--- config.mk ---
export PLATFORM = sky130hd
export DESIGN_NAME = blockade_inputs
export DESIGN_NICKNAME = d
export VERILOG_FILES = /design/src/rtl/blockade_pkg.sv /design/src/rtl/blockade_debounce.sv /design/src/rtl/blockade_inputs.sv
export SDC_FILE = /design/constraint.sdc
export NUM_CORES = 1
export LEC_CHECK = 0
export CAP_MARGIN = 25
export CELL_PAD_IN_SITES_DETAIL_PLACEMENT = 0
export CELL_PAD_IN_SITES_GLOBAL_PLACEMENT = 1
export CORE_UTILIZATION = 41
export DETAILED_ROUTE_END_ITERATION = 8
export PLACE_DENSITY_LB_ADDON = 0.1
export SLEW_MARGIN = 40
export SYNTH_ARGS = -nofsm -noshare
export SYNTH_HDL_FRONTEND = slang
export SYNTH_SLANG_ARGS = --single-unit
--- constraint.sdc ---
create_clock -name clk -period 1.7 [get_ports clk]
set_clock_uncertainty 0.2 [all_clocks]
set_input_delay 0.255 -clock clk [delete_from_list [all_inputs] [get_ports clk]]
set_output_delay 0.255 -clock clk [all_outputs]
set_load 0.02 [all_outputs]
--- src/rtl/blockade_pkg.sv ---
// Shared constants for the Blockade input block: port indices, port 0 bit layout
// and the debounced-bit ordering used between the top and its debouncers.
package blockade_pkg;

  localparam logic [1:0] PORT_IN0 = 2'd0;
  localparam logic [1:0] PORT_IN1 = 2'd1;
  localparam logic [1:0] PORT_IN2 = 2'd2;
  localparam logic [1:0] PORT_IN3 = 2'd3;

  localparam int P0_BTN_LSB   = 0;
  localparam int P0_DSW_LSB   = 4;
  localparam int P0_START_BIT = 6;
  localparam int P0_COIN_BIT  = 7;

  localparam int COIN_ACK_BIT = 0;

  // Debounced bits: [7:0] buttons, then coin, then start
  localparam int NUM_DEB   = 10;
  localparam int DEB_COIN  = 8;
  localparam int DEB_START = 9;

endpackage

--- src/rtl/blockade_debounce.sv ---
// One-bit frame-rate debouncer: the stable value follows the raw input only after
// DEB_FRAMES consecutive frame ticks that all disagree with the current stable value.
module blockade_debounce #(
  parameter int DEB_FRAMES = 2
) (
  input  logic clk,
  input  logic reset,
  input  logic tick,
  input  logic raw,
  output logic stable
);

  logic       stable_q, stable_d;
  logic [2:0] cnt_q, cnt_d, cntInc;

  always_ff @(posedge clk) begin
    if (reset) begin
      stable_q <= 1'b0;
      cnt_q    <= 3'd0;
    end else begin
      stable_q <= stable_d;
      cnt_q    <= cnt_d;
    end
  end

  // Any agreeing sample restarts the run, so only an unbroken run of disagreement flips the bit
  always_comb begin
    stable_d = stable_q;
    cnt_d    = cnt_q;
    cntInc   = cnt_q + 3'd1;
    if (tick) begin
      if (raw == stable_q) begin
        cnt_d = 3'd0;
      end else if (cntInc == 3'(DEB_FRAMES)) begin
        stable_d = raw;
        cnt_d    = 3'd0;
      end else begin
        cnt_d = cntInc;
      end
    end
  end

  assign stable = stable_q;

endmodule

--- src/rtl/blockade_inputs.sv ---
// Player controls, coin and DIP switches for the Blockade core: frame-rate debounce,
// CPU-acknowledged coin latch, stretched coin meter and the active-low INP read mux.
module blockade_inputs
  import blockade_pkg::*;
#(
  parameter int DEB_FRAMES        = 2,
  parameter int COIN_PULSE_FRAMES = 4
) (
  input  logic       clk,
  input  logic       reset,
  input  logic       vblank,
  input  logic [7:0] buttons,
  input  logic       coin,
  input  logic       start,
  input  logic [7:0] dsw,
  input  logic [1:0] port_sel,
  input  logic       outp_wr,
  input  logic [7:0] outp_data,
  output logic [7:0] data_out,
  output logic       coin_counter
);

  logic               vblank_q;
  logic               tick;
  logic [NUM_DEB-1:0] rawBits;
  logic [NUM_DEB-1:0] stableBits;
  logic               coinStable_q;
  logic               coinEdge;
  logic               coinAck;
  logic               coinLatch_q, coinLatch_d;
  logic [3:0]         meter_q, meter_d;
  logic               unused_outpData;

  // vblank_q resets high so a vblank already asserted at reset release is not a tick
  assign tick    = vblank & ~vblank_q;
  assign rawBits = {start, coin, buttons};

  for (genvar i = 0; i < NUM_DEB; i++) begin : gDeb
    blockade_debounce #(
      .DEB_FRAMES(DEB_FRAMES)
    ) uDeb (
      .clk   (clk),
      .reset (reset),
      .tick  (tick),
      .raw   (rawBits[i]),
      .stable(stableBits[i])
    );
  end

  assign coinEdge        = stableBits[DEB_COIN] & ~coinStable_q;
  assign coinAck         = outp_wr && (port_sel == PORT_IN1) && outp_data[COIN_ACK_BIT];
  assign unused_outpData = ^outp_data[7:1];

  always_ff @(posedge clk) begin
    if (reset) begin
      vblank_q     <= 1'b1;
      coinStable_q <= 1'b0;
      coinLatch_q  <= 1'b0;
      meter_q      <= 4'd0;
    end else begin
      vblank_q     <= vblank;
      coinStable_q <= stableBits[DEB_COIN];
      coinLatch_q  <= coinLatch_d;
      meter_q      <= meter_d;
    end
  end

  // A fresh coin beats a simultaneous acknowledge, and reloads rather than extends the meter
  always_comb begin
    coinLatch_d = coinLatch_q;
    if (coinEdge) begin
      coinLatch_d = 1'b1;
    end else if (coinAck) begin
      coinLatch_d = 1'b0;
    end

    meter_d = meter_q;
    if (coinEdge) begin
      meter_d = 4'(COIN_PULSE_FRAMES);
    end else if (tick && (meter_q != 4'd0)) begin
      meter_d = meter_q - 4'd1;
    end
  end

  assign coin_counter = (meter_q != 4'd0);

  always_comb begin
    data_out = 8'hFF;
    case (port_sel)
      PORT_IN0: begin
        data_out[P0_COIN_BIT]                = ~coinLatch_q;
        data_out[P0_START_BIT]               = ~stableBits[DEB_START];
        data_out[P0_DSW_LSB +: 2]            = dsw[1:0];
        data_out[P0_BTN_LSB +: 4]            = ~stableBits[3:0];
      end
      PORT_IN1: data_out = {4'hF, ~stableBits[7:4]};
      PORT_IN2: data_out = dsw;
      PORT_IN3: data_out = 8'hFF;
      default:  data_out = 8'hFF;
    endcase
  end

endmodule

Word-level counts from Yosys, hierarchy flattened
Index checks and enable logic that the tools add are counted.
{"block": "totals", "register_bits": 47, "input_bits": 32, "wordCells": 120}
{"block": "op_classes", "n_addsub": 11, "n_eq_ne": 23, "mux": 25, "bitwise": 18, "n_reduce_logical": 18}
{"operator": "two-way mux 3 bit", "n": 22}
{"operator": "one-hot mux 8 bit (4 select lines)", "n": 1}
{"operator": "adder 3 x 1 -> 3 bit, second input constant", "n": 10}
{"operator": "== test 3 x 2 -> 1 bit, second input constant", "n": 10}
{"operator": "AND reduction 3 bit", "n": 10}
{"operator": "inverter 1 bit", "n": 14}
{"operator": "== test 1 bit", "n": 10}
{"operator": "inverter 4 bit", "n": 2}
{"operator": "== test 2 bit, second input constant", "n": 2}
{"operator": "nonzero test 2 bit", "n": 2}
{"operator": "nonzero test 4 bit", "n": 1}
{"operator": "subtractor 4 x 1 -> 4 bit, second input constant", "n": 1}
{"operator": "logical AND 1 bit", "n": 3}
{"operator": "bitwise AND 1 bit", "n": 2}
{"operator": "== test 2 x 1 -> 1 bit, second input constant", "n": 1}
{"operator": "logical NOT 2 bit", "n": 1}
{"operator": "two-way mux 1 bit", "n": 2}
{"operator": "OR reduction 2 bit", "n": 1}

Logic depth before layout (Yosys ltp)
Gate-level depths: netlist of run 1.
{"block": "logic_depth", "ltp_word": 5, "mapped_depth": 6}

Cells and area by module
From an unflattened synthesis of run 1, not the netlist that was laid out.
{"block": "unflattened", "hier_cells": 290, "area_unflattened_um2": 2740.1}
{"module": "blockade_debounce", "instances": 10, "cells_per_inst": 23, "area_per_inst_um2": 229.0, "seq_area_each_um2": 80.1}
{"module": "blockade_inputs", "instances": 1, "cells_per_inst": 60, "area_per_inst_um2": 450.4, "seq_area_each_um2": 140.1}

Least setup slack after synthesis of run 1
Ideal clock, no wire load.
{"block": "synth_timing", "path_type": "input port to output port", "start": "input port port_sel[1]", "end": "output port data_out[0]", "arrival_ns": 1.140, "required_ns": 1.245, "slack_ns": 0.105, "cell_stages": 4, "n_path_buf": 2, "path_cell_list": "clkbuf_1 buf_2 a211oi_1 a21oi_1"}
{"block": "synth_between", "elab_chain_cells": 2}
{"item": "start, declared", "line": "blockade_inputs.sv:16", "text": "input logic [1:0] port_sel,"}
{"item": "== test 2 bit, or another cell as far along", "line": "blockade_inputs.sv:89", "text": "case (port_sel)"}
{"item": "one-hot mux 8 bit (4 select lines) (*)", "line": "blockade_inputs.sv:89"}
{"item": "end, declared", "line": "blockade_inputs.sv:19", "text": "output logic [7:0] data_out,"}
Mark *: on every way between the ends. The rest lies on a longest branch, timed or not.

Worst setup path in the final report of run 1
{"block": "layout_timing", "start": "register meter_q[0]", "end": "output port coin_counter"}
{"block": "layout_between", "elab_chain_cells": 1}
{"item": "start, declared", "line": "blockade_inputs.sv:31", "text": "logic [3:0] meter_q, meter_d;"}
{"item": "start signal, assigned", "line": "blockade_inputs.sv:64", "text": "meter_q <= meter_d;"}
{"item": "nonzero test 4 bit", "line": "blockade_inputs.sv:85", "text": "assign coin_counter = (meter_q != 4'd0);"}
{"item": "end, declared", "line": "blockade_inputs.sv:20", "text": "output logic coin_counter"}
Every way passes these cells.

==> run_results.csv, run 1 <==
group,metric,value,unit
worst_setup_path,critPathLaunchType,"flip-flop",
min_path,hp-class,"reg -> reg",
pwr,p_total,2.10,mW
synthesis,seq_area_frac_synth,35.7,%
clock_tree,root_buffer,"clkbuf_8",
die,start_util,43.5,%
routing,vias,2323,
global_routing,grt_use_total,19.4,%
finish,area_growth,29.6,%
finish,multiInputGateArea,1630,µm²
global_routing,grt_first_pass_wirelength,10.0,mm
finish,antenna_cells,0,
finish,nets,412,
clock_tree,cts_hold_buf,0,
finish,regArea,943,µm²
die,die_h,82.2,µm
worst_setup_path,cp_data_required_time,1.24,ns
global_routing,antenna_found_initial,0,
global_routing,grt_remaining_overflow,0,
synthesis,ys_ff_latch,47,
pwr,power.density,615,nW/µm²
clock_tree,clkLatencyLatePin,0.31,ns
worst_setup_path,reg2reg_depth,4,
synthesis,syn_inst,298,
synthesis,ys_warn_count,0,
placement,dpl.hpwl,4.33,mm
clock_tree,clock_sinks,47,
placement,place_area,3290,µm²
synthesis,postSynthAreaPerCell,8.85,µm²
timing,setup_viol,0,
routing,first_pass_iters,4,
timing,finalHoldViolCount,0,
clock_tree,htreeDepth,2,
timing,maxSlewHeadroom,63.4,%
pwr,leakagePower,1.38,nW
worst_setup_path,crit_arrival,1.23,ns
finish,fill_cells,556,
global_routing,grt_max_degree,36,
min_path,min_from,"coinLatch_q",
routing,finalWirelength,6.10,mm
placement,port_buffers,33,
worst_setup_path,endpoint_kind,"primary output",
worst_setup_path,rrSetupSlack,0.07,ns
worst_setup_path,r2r-end,"gDeb[9].uDeb.cnt_q[2]",
timing,tightestPinTransition,0.548,ns
clock_tree,clockBufferDepth,2,
routing,antenna_left,0,
finish,instances_no_fill,435,
timing,grt_setup_unrepaired,"yes",
finish,final_area,3420,µm²
synthesis,synth.net_count,351,
die,io_pins,41,
timing,layout_min_cycle_time,1.69,ns
routing,via_per_inst,5.34,
worst_setup_path,rr_startpoint,"vblank_q",
placement,routabilityCongestion,0.735,
synthesis,ys_types,37,
worst_setup_path,worstSetupPathType,"reg -> out",
clock_tree,cts_buffers,5,
placement,numPlacedInstances,425,
clock_tree,cts_tree,"yes",
timing,fmaxAchievable,0.592,GHz
die,die_w,82.2,µm
routing,drt_iter0_drc,56,
finish,drive_gt1_share,20.3,%
pwr,ir_worst_vdd,0.000441,V
status,status,"finished clean",
routing,route.detailed.drc,0,
die,rows,28,
run,maxCapViolCount,0,
clock_tree,clkTransAtPathRegs,0.09,ns
min_path,holdPathEnd,"coinLatch_q",
global_routing,grt_pass1_vias,2193,
timing,finalMaxSlewViolations,0,
finish,post-route-util,56.4,%
timing,fin_crit_sh,99.3,%
worst_setup_path,critPathMaxFanout,2,
min_path,holdPathStages,2,
die,die_area,6760,µm²
die,coreArea,6060,µm²
synthesis,syn_area,2640,µm²
routing,wl_per_cell,14.0,µm
kinds of logic after synthesis:
group | count (synthesis) | share of synthesized area (%)
mux | 10 | 3.84
xor+xnor | 14 | 4.65
simple gates | 119 | 25.2
buf+inv | 32 | 5.07
flops | 47 | 35.7
fa+ha+maj | 21 | 9.96
compound gates | 55 | 15.6
worst max-delay path by stage:
stage,from,end,slack [ns],cells past startpoint
after floorplan,port_sel[1],data_out[0],0.10,4
after CTS,meter_q[1],coin_counter,-0.01,5
after global routing,meter_q[0],coin_counter,-0.05,5
after global placement,port_sel[1],data_out[2],-0.59,6
after detailed placement,port_sel[1],data_out[2],-0.59,6
final,meter_q[0],coin_counter,0.01,5
stage by stage:
stage          worst slack (ns)  setup TNS [ns]  hold slack [ns]
3_5_place_dp             -0.588          -12.27            0.264
3_3_place_gp             -0.591          -16.04            0.251
4_1_cts                 -0.0133         -0.0133            0.277
2_1_floorplan             0.105               0            0.162
5_1_grt                 -0.0461         -0.0647            0.318
6_report                 0.0121               0            0.278
critical path: stages, from the launching register on:
cell,delay (ns)
dfxtp_2,0.33
inv_2,0.07
ha_4,0.13
nor3b_4,0.20
inv_2,0.06
buf_6,0.13
per-layer routing:
metal | GRT usage, % | vias to the layer above | share of wire (%)
met5 | 0 | - | 0
met4 | 7.37 | 0 | 1.4
met3 | 4.07 | 9 | 2.8
met2 | 33.1 | 23 | 47
met1 | 23.9 | 1071 | 48
li1 | - | 1220 | -
Yosys cell counts:
master	instances	share of area, %
dfxtp_1	47	36
nand2_1	28	4.0
ha_1	21	10
nor4_1	17	4.0
a22o_1	14	4.6
inv_1	14	2.0
nand2b_1	14	3.3
a21oi_1	12	2.3
nand3_1	11	2.1
nor3_1	11	2.1
xnor2_1	10	3.3
mux2i_1	9	3.4
buf_2	8	1.5
clkbuf_1	8	1.1
nor2b_1	8	1.9
o21ai_0	8	1.5
a311o_1	6	2.3
nand4_1	6	1.4
nor2_1	6	0.85
a32o_1	5	1.9
a211o_1	4	1.3
a211oi_1	4	1.1
xor2_1	4	1.3
nand4b_1	3	1.0
nor4b_1	3	1.0
nor4bb_1	3	1.1
or3_1	3	0.71
nor3b_1	2	0.57
a31oi_1	1	0.24
a32oi_1	1	0.33
buf_4	1	0.28
clkinv_1	1	0.14
mux2_2	1	0.43
nor2_2	1	0.24
nor2b_2	1	0.33
or2_2	1	0.24
or4_1	1	0.28
cell type report:
class | count | area share, %
clock inverters | 3 | 0.439
flip-flops and latches | 47 | 27.6
inverters | 15 | 1.65
multi-input cells | 219 | 47.6
well taps | 75 | 2.74
repair buffers | 71 | 18.0
clock buffers | 5 | 2.01
repair_timing:
| action | in CTS | in global routing |
|---|---|---|
| setup buffers | 3 | 0 |
| setup endpoints to repair | 9 | 10 |
| hold endpoints to repair | 0 | 0 |
| gates resized for setup | 53 | 13 |
| pin swaps | 1 | 3 |
layout by cell type (no fill, tap or decap), types with 3 or more instances in the layout:
cell type / netlist / routed
dfxtp_1: 47 / 45
buf_4: 1 / 37
nand2_1: 28 / 28
ha_1: 21 / 20
clkdlybuf4s50_1: 0 / 20
nor4_1: 17 / 17
a22o_1: 14 / 14
nand2b_1: 14 / 13
inv_1: 14 / 11
a21oi_1: 12 / 11
nand3_1: 11 / 11
nor3_1: 11 / 11
xnor2_1: 10 / 10
mux2i_1: 9 / 9
o21ai_0: 8 / 8
nor2b_1: 8 / 7
nor2_1: 6 / 6
nand4_1: 6 / 6
a311o_1: 6 / 6
a32o_1: 5 / 5
clkbuf_8: 0 / 5
buf_2: 8 / 5
a211o_1: 4 / 4
xor2_1: 4 / 4
inv_2: 0 / 3
nand4b_1: 3 / 3
nor4bb_1: 3 / 3
nor4b_1: 3 / 3
clkinv_2: 0 / 3
buf_6: 0 / 3
registers in the layout, indices dropped and copies added (netlist names):
signal / count
vblank_q: 1
coinLatch_q: 1
gDeb.uDeb.cnt_q: 30
gDeb.uDeb.stable: 10
coinStable_q: 1
meter_q: 4
power breakdown:
group	switching, mW	internal [mW]
clock network	0.399	0.283
logic	0.152	0.146
registers	0.0125	1.11
Note: power is estimated with default switching activity, not from simulation.
==> run 2, diff against run 1 <==
Settings changed: GPL_TIMING_DRIVEN from default to 0.
==> run 2 against run 1 <==
Compared with the run above:
- the run now ends with negative setup slack left
- combinational power fell by 7.0%
- maximum frequency shrank 3.3%
- cell count decreased by 5.1%
- hold slack lost 0.23 ns
- power grew 2.9%
- critical path depth did not move
- non-clock buffer count decreased by 22
- register-to-register slack hardly changed
- global-route usage increased by 2.1 points
==> run_results.csv, run 2 (synthesis results as in run 1) <==
group,metric,value,unit
worst_setup_path,reg2reg_depth,5,
die,die_area,6760,µm²
global_routing,grt_max_degree,14,
worst_setup_path,worstSetupPathType,"reg -> out",
worst_setup_path,critPathMaxFanout,4,
worst_setup_path,cpMaxStageDelayCell,"dfxtp_2",
min_path,holdPathEnd,"coinStable_q",
finish,antenna_cells,0,
worst_setup_path,endpoint_kind,"primary output",
min_path,hp-class,"in -> reg",
timing,finalMaxSlewViolations,0,
routing,vias,2332,
global_routing,grtUsageMet3,4.73,%
timing,fmaxAchievable,0.573,GHz
finish,final_common_cell,"dfxtp_1",
clock_tree,clockBufferDepth,2,
die,die_h,82.2,µm
routing,finalWirelength,6.83,mm
clock_tree,clock_sinks,47,
placement,routabilityCongestion,0.790,
timing,worst_slack,-0.0451,ns
global_routing,grt_remaining_overflow,0,
pwr,ir_worst_vdd,0.000459,V
finish,final_cell_mix,"dfxtp_1, nand2_1, ha_1, clkdlybuf4s50_1, nor4_1",
worst_setup_path,slowest_delay,0.34,ns
global_routing,met1_usage,28.3,%
global_routing,globalRouteMet2Util,35.9,%
worst_setup_path,r2r-end,"gDeb[3].uDeb.cnt_q[2]",
routing,antenna_left,0,
routing,wl_per_cell,16.5,µm
timing,grt_setup_unrepaired,"yes",
min_path,min_from,"reset",
timing,maxSlewHeadroom,59.2,%
worst_setup_path,critPathLaunchType,"flip-flop",
finish,area_growth,21.7,%
die,die_w,82.2,µm
placement,port_buffers,30,
finish,instances_no_fill,413,
worst_setup_path,rr_startpoint,"vblank_q",
status,violations,"negative setup slack",
placement,numPlacedInstances,403,
die,start_util,43.5,%
clock_tree,clkTransAtPathRegs,0.09,ns
worst_setup_path,crit_arrival,1.29,ns
global_routing,grt_pass1_vias,2094,
timing,tns,-0.0451,ns
die,io_pins,41,
finish,top_register,"gDeb.uDeb.cnt_q",
finish,drive_gt1_share,14.8,%
status,status,"finished with violations",
worst_setup_path,rrSetupSlack,0.07,ns
timing,fin_crit_sh,103,%
timing,layout_min_cycle_time,1.75,ns
routing,route.detailed.drc,0,
clock_tree,cts_hold_buf,0,
routing,drt_iter0_drc,127,
global_routing,grt_use_total,21.6,%
global_routing,top_usage_layer,"met2",
clock_tree,cts_tree,"yes",
die,rows,28,
die,coreArea,6060,µm²
worst_setup_path,cp_data_required_time,1.24,ns
timing,finalHoldViolCount,0,
finish,largest_register_ffs,30,
min_path,holdPathStages,2,
timing,tightestPinTransition,0.612,ns
pwr,leakagePower,1.24,nW
placement,dpl.hpwl,4.72,mm
finish,post-route-util,53.0,%
clock_tree,htreeDepth,2,
routing,first_pass_iters,4,
finish,nets,390,
pwr,power.density,675,nW/µm²
timing,setup_viol,1,
clock_tree,clkLatencyLatePin,0.31,ns
finish,fill_cells,594,
routing,via_per_inst,5.65,
worst_setup_path,path_cells,"inv_2, ha_4, nor3b_4, inv_2, buf_6",
global_routing,antenna_found_initial,0,
run,maxCapViolCount,0,
clock_tree,root_buffer,"clkbuf_8",
global_routing,grt_first_pass_wirelength,10.7,mm
worst_setup_path,crit_path_frequent_cell,"inv_2",
clock_tree,cts_buffers,5,
-- run 2: critical path: cells and delay by family, from the launching register on --
kind	cells	cell delay, ns
flip-flops	1	0.34
buffers and inverters	3	0.27
adder cells (fa/ha/maj)	1	0.14
AND/OR/NAND/NOR	1	0.23
-- run 2: final cells by class --
type | count | area, µm² | share of cell area, %
sequential | 47 | 950 | 29.6
buffer | 17 | 103 | 3.20
multi-input combinational | 219 | 1620 | 50.5
clock buffer | 8 | 100 | 3.12
inverter | 15 | 56.3 | 1.75
tap | 75 | 93.8 | 2.92
timing repair buffer | 32 | 287 | 8.92
-- run 2: how the worst max path moves through the flow --
stage	start	end	slack, ns	cells after the start
floorplan	port_sel[1]	data_out[0]	0.10	4
global placement	port_sel[1]	data_out[2]	-0.68	5
detailed placement	port_sel[1]	data_out[2]	-0.66	5
CTS	meter_q[1]	coin_counter	-0.07	5
global route	meter_q[0]	coin_counter	-0.1	5
finish	meter_q[0]	coin_counter	-0.05	5
-- run 2: per-layer routing --
layer	vias up	part of all wire [%]
met5	-	0
met4	0	1.3
met3	9	3.1
met2	32	47
met1	1121	49
li1	1170	-
-- run 2: where the power goes --
group | total (mW) | switching (mW) | internal [mW]
clock network | 0.763 | 0.391 | 0.372
registers | 1.13 | 0.0134 | 1.11
logic | 0.277 | 0.162 | 0.115
-- run 2: per-stage QoR --
| stage | hold WS, ns | total power, mW | instance area, µm² | setup WS (ns) |
|---|---|---|---|---|
| after floorplan | 0.162 | 1.29 | 2640 | 0.105 |
| final | 0.0527 | 2.17 | 3210 | -0.0451 |
| after global placement | 0.251 | 1.42 | 3030 | -0.676 |
| after global routing | 0.0652 | 2.25 | 3210 | -0.0994 |
| after detailed placement | 0.250 | 1.42 | 3030 | -0.657 |
| after CTS | 0.0482 | 2.16 | 3190 | -0.0671 |
-- run 2: what timing repair did --
item,in CTS,in global routing
setup buffers,1,1
gates resized for setup,56,16
setup endpoints to repair,34,33
pin swaps,2,1
